File: src/rtl/addsub_serial.sv
// Digit-serial adder/subtractor: DIGIT bits per clock, LSB digit first, valid/ready handshake.
// Define ADDSUB_SERIAL_FLAGS_EN to build the C/V/Z flag logic; otherwise the flags are tied to 0.
module addsub_serial #(
   parameter int WIDTH = 16,
   parameter int DIGIT = 4
) (
   input  logic             Clk,
   input  logic             Reset_n,
   input  logic             in_valid,
   output logic             in_ready,
   input  logic [WIDTH-1:0] A,
   input  logic [WIDTH-1:0] B,
   input  logic             fn,
   output logic             out_valid,
   input  logic             out_ready,
   output logic [WIDTH-1:0] S,
   output logic             C,
   output logic             V,
   output logic             Z
);
   localparam int N  = WIDTH / DIGIT;
   localparam int CW = (N > 1) ? $clog2(N) : 1;

   typedef enum logic [1:0] {IDLE, RUN, DONE} state_t;

   state_t           state;
   logic [CW-1:0]    cnt;
   logic             cy;
   logic [WIDTH-1:0] a_r, b_r, s_r, s_nxt;
   logic [DIGIT:0]   dsum;
   logic             last;

   // Subtraction is A + ~B + 1: B is inverted on load and the carry seeded with fn.
   assign dsum = {1'b0, a_r[DIGIT-1:0]} + {1'b0, b_r[DIGIT-1:0]} + {{DIGIT{1'b0}}, cy};
   assign last = (cnt == CW'(N-1));

   always_comb begin
      s_nxt = s_r;
      s_nxt[int'(cnt)*DIGIT +: DIGIT] = dsum[DIGIT-1:0];
   end

   always_ff @(posedge Clk or negedge Reset_n) begin
      if (!Reset_n) begin
         state <= IDLE;
         cnt   <= '0;
         cy    <= 1'b0;
         a_r   <= '0;
         b_r   <= '0;
         s_r   <= '0;
      end else begin
         case (state)
            IDLE: if (in_valid) begin
               a_r   <= A;
               b_r   <= B ^ {WIDTH{fn}};
               cy    <= fn;
               cnt   <= '0;
               state <= RUN;
            end
            RUN: begin
               s_r <= s_nxt;
               cy  <= dsum[DIGIT];
               a_r <= a_r >> DIGIT;
               b_r <= b_r >> DIGIT;
               cnt <= cnt + CW'(1);
               if (last) state <= DONE;
            end
            DONE: if (out_ready) state <= IDLE;
            default: state <= IDLE;
         endcase
      end
   end

   assign in_ready  = (state == IDLE);
   assign out_valid = (state == DONE);
   assign S         = s_r;

`ifdef ADDSUB_SERIAL_FLAGS_EN
   logic c_r, v_r, z_r;

   // Carry into the MSB is recovered from the MSB sum bit: s ^ a ^ b.
   always_ff @(posedge Clk or negedge Reset_n) begin
      if (!Reset_n) begin
         c_r <= 1'b0;
         v_r <= 1'b0;
         z_r <= 1'b0;
      end else if (state == RUN && last) begin
         c_r <= dsum[DIGIT];
         v_r <= (a_r[DIGIT-1] ^ b_r[DIGIT-1] ^ dsum[DIGIT-1]) ^ dsum[DIGIT];
         z_r <= (s_nxt == '0);
      end
   end

   assign C = c_r;
   assign V = v_r;
   assign Z = z_r;
`else
   assign C = 1'b0;
   assign V = 1'b0;
   assign Z = 1'b0;
`endif

endmodule

File: config.mk
export PLATFORM = sky130hd
export DESIGN_NAME = addsub_serial
export DESIGN_NICKNAME = d
export VERILOG_FILES = /design/src/rtl/addsub_serial.sv
export SDC_FILE = /design/constraint.sdc
export NUM_CORES = 1
export LEC_CHECK = 0
export CELL_PAD_IN_SITES_DETAIL_PLACEMENT = 1
export CELL_PAD_IN_SITES_GLOBAL_PLACEMENT = 1
export CORE_UTILIZATION = 49
export DETAILED_ROUTE_END_ITERATION = 10
export DONT_BUFFER_PORTS = 1
export PLACE_DENSITY = 0.83
export REMOVE_ABC_BUFFERS = 1
export SLEW_MARGIN = 20
export SYNTH_ARGS = -nofsm -noshare
export SYNTH_HDL_FRONTEND = slang
export SYNTH_SLANG_ARGS = --single-unit
File: constraint.sdc
create_clock -name Clk -period 2.7 [get_ports Clk]
set_input_delay 0.135 -clock Clk [delete_from_list [all_inputs] [get_ports Clk]]
set_output_delay 0.135 -clock Clk [all_outputs]
set_load 0.01 [all_outputs]
==> results.sh <==
export IMPL_r2r_end="S[2]$_DFFE_PN0P_"
export IMPL_routed_via_density=6.44
export IMPL_rows=26
export IMPL_clk_pin_slew_worst_paths_ns=0.09
export IMPL_worst_slack_ns=0.663
export IMPL_pin_count=58
export IMPL_die_h_um=76.1
export IMPL_fin_util_pct=54.3
export IMPL_ff2ff_path_depth=5
export IMPL_crit_fanout=4
export IMPL_postPlaceCellArea_um2=2700
export IMPL_holdWs_ns=0.0306
export IMPL_critPathBufInv=0
export IMPL_fin_area_um2=2830
export IMPL_dp_slack_ns=0.674
export IMPL_finalCritPeriodShare_pct=75.5
export IMPL_slew_headroom_pct=45.2
export IMPL_drtIter0Drc=114
export IMPL_ys_ff_latch=53
export IMPL_synthTopCellsByCount="dfrtp_1 (53), o22ai_1 (33), a21oi_1 (21)"
export IMPL_slew_viol_final=0
export IMPL_place_congestion=0.765
export IMPL_finalPower_mw=3.55
export IMPL_synthTopCellsByArea="dfrtp_1 (49%), o22ai_1 (7.7%), a22o_1 (4.9%)"
export IMPL_slowest_stage="fa_1"
export IMPL_crit_start="cy$_DFFE_PN0P_"
export IMPL_critPathMostFrequentCell="fa_1"
export IMPL_fin_tns_setup_ns=0
export IMPL_wire_per_inst_um=20.7
export IMPL_place_inst=300
export IMPL_first_pass_iters=4
export IMPL_clk_latency_ns=0.30
export IMPL_clockBufferDepth=2
export IMPL_cts_made_buffers=5
export IMPL_p_int_mw=2.02
export IMPL_design_die_area_um2=5800
export IMPL_cts_tree="yes"
export IMPL_period_needed_ns=2.04
export IMPL_dpl_hpwl_mm=4.42
export IMPL_drive_gt1_share_pct=6.64
export IMPL_n_antenna_cell=0
export IMPL_syn_area_um2=2690
export IMPL_rrSetupSlack_ns=0.66
export IMPL_worst_pin_slew_ns=0.821
export IMPL_grt_pass1_vias=2103
export IMPL_pwr_share_comb_pct=45.1
export IMPL_power_density_nw_per_um2=1260
export IMPL_ant_nets=0
export IMPL_stdcell_count=311
export IMPL_start_kind="flop"
export IMPL_routed_wl_mm=6.45
export IMPL_vias=2002
export IMPL_grt_max_degree=54
export IMPL_r2r_start="cy$_DFFE_PN0P_"
export IMPL_synth_enable_flop_cells=0
export IMPL_cp_endpoint="S[2]$_DFFE_PN0P_"
export IMPL_required_ns=2.93
export IMPL_setup_viol=0
export IMPL_pwr_share_seq_pct=42.8
export IMPL_vdd_drop_max_v=0.000495
export IMPL_fp_dieW_um=76.1
export IMPL_path_cells="fa_1, fa_1, xor2_1, nand3_1, o21ai_0"
export IMPL_synth_cells=244
export IMPL_initial_core_util_pct=51.7
export IMPL_crit_path_end_kind="flop"
export IMPL_async_flop_share_pct=100
export IMPL_cts_root_buf="clkbuf_8"
export IMPL_ys_flop_type="dfrtp_1"
export IMPL_fin_nets=287
export IMPL_grt_usage_pct=24.4
export IMPL_yosys_area_top_type_share_pct=49.3
export IMPL_pwr_share_clk_pct=12.1
export IMPL_crit_family="adder cells"
export IMPL_cts_sinks=53
export IMPL_grt_ovfl_total=0
export IMPL_yosysUniqueCellTypes=37
export IMPL_swShare_pct=43.1
export IMPL_drv_cap=0
export IMPL_port_buffers=0
export IMPL_min_path_type="input port to flop"
export IMPL_worst_path_largest_cell_delay_ns=0.48
export IMPL_drc_errors=0
export IMPL_coreArea_um2=5200
export IMPL_synth_largest_area_cell="dfrtp_1"
export IMPL_avgSynthCellArea_um2=11.0
export IMPL_grt_pass1_wl_mm=11.1
export IMPL_ys_warnings_count=0
export IMPL_crit_arrival_ns=2.26
export IMPL_p_leak_nw=1.19
export IMPL_status="completed"
export IMPL_final_hold_viol_count=0
export IMPL_cp_depth=5
export IMPL_yosysMostFrequentCell="dfrtp_1"
export IMPL_htreeDepth=2
export IMPL_antenna_found_initial=0
export IMPL_path_class="flop to flop"
export IMPL_area_growth_syn_to_layout_pct=5.02
export IMPL_power_switching_mw=1.53
export IMPL_clock_skew_ns=0.00384
export IMPL_rsz0062_at_grt="false"
export IMPL_clock_fmax_ghz=0.491
export IMPL_ys_seq_area_share_pct=49.3
==> placed cells by master (no fill, tap or decap), types with 3 or more instances in the layout <==
| cell type | count |
|---|---|
| o22ai_1 | 33 |
| a22o_1 | 15 |
| a2bb2oi_1 | 8 |
| a21oi_1 | 21 |
| a32o_1 | 4 |
| conb_1 | 3 |
| nor2b_1 | 7 |
| xnor2_1 | 8 |
| ha_1 | 8 |
| nand2_1 | 11 |
| clkbuf_8 | 5 |
| clkbuf_1 | 3 |
| inv_1 | 5 |
| nor2_1 | 7 |
| o21ai_0 | 7 |
| dfrtp_1 | 53 |
| xor2_1 | 9 |
| o22a_1 | 8 |
==> layer usage <==
layer / track usage, % / vias to the layer above / routed length, µm
li1: - / 908 / -
met1: 32.9 / 1022 / 2890
met4: 10.4 / 0 / 142
met5: 0 / - / 0
met3: 5.51 / 12 / 294
met2: 38.0 / 60 / 3120
==> area by class of cell <==
cell class,instances,area [µm²]
Clock buffer,8,80.1
Fill cell,572,2380
Inverter,6,22.5
Multi-Input combinational cell,169,1250
Sequential cell,53,1330
Tap cell,70,87.6
Timing Repair Buffer,5,62.6
==> flip-flops by register name (all words and copies together), names as in the netlist <==
register  cells
S            16
a_r          16
b_r          16
cnt           2
cy            1
state         2
==> worst min path at each step <==
stage	start	end	slack, ns	depth (start not counted)
after floorplan	Reset_n	S[0]$_DFFE_PN0P_	-0.16	0
after global placement	Reset_n	a_r[6]$_DFFE_PN0P_	-0.16	0
after detailed placement	Reset_n	a_r[6]$_DFFE_PN0P_	-0.16	0
after CTS	A[12]	a_r[12]$_DFFE_PN0P_	0.03	2
after global routing	A[13]	a_r[13]$_DFFE_PN0P_	0.03	2
final	A[13]	a_r[13]$_DFFE_PN0P_	0.03	2
==> worst reg2reg max path, stage by stage, from the launching register on <==
cell and delay, ns:
dfrtp_1 0.43, fa_1 0.48, fa_1 0.43, xor2_1 0.35, nand3_1 0.11, o21ai_0 0.16
==> repair_timing <==
item,4_1_cts,5_1_grt
hold endpoints to repair,54,0
endpoints found under the setup margin,0,0
resized for setup,0,0
hold buffers,3,0
buffers inserted,0,0
==> cells by family (layout without fill, tap and decap cells) <==
group | count (synthesis) | after routing | share of synthesized area, %
compound gates | 103 | 103 | 26.5
xor+xnor | 17 | 17 | 5.53
fa+ha+maj | 10 | 10 | 5.20
buf+inv | 24 | 19 | 4.65
flops | 53 | 53 | 49.3
other cells | 1 | 3 | 0.139
simple gates | 36 | 36 | 8.74
==> power by group through the flow <==
stage	Combinational (mW)	Clock, mW	Sequential (mW)
after floorplan	1.20	0	1.44
after global placement	1.49	0	1.51
after detailed placement	1.57	0	1.54
after CTS	1.61	0.440	1.52
after global routing	1.80	0.474	1.57
final	1.60	0.429	1.52
Power figures use the tool's default switching activity.
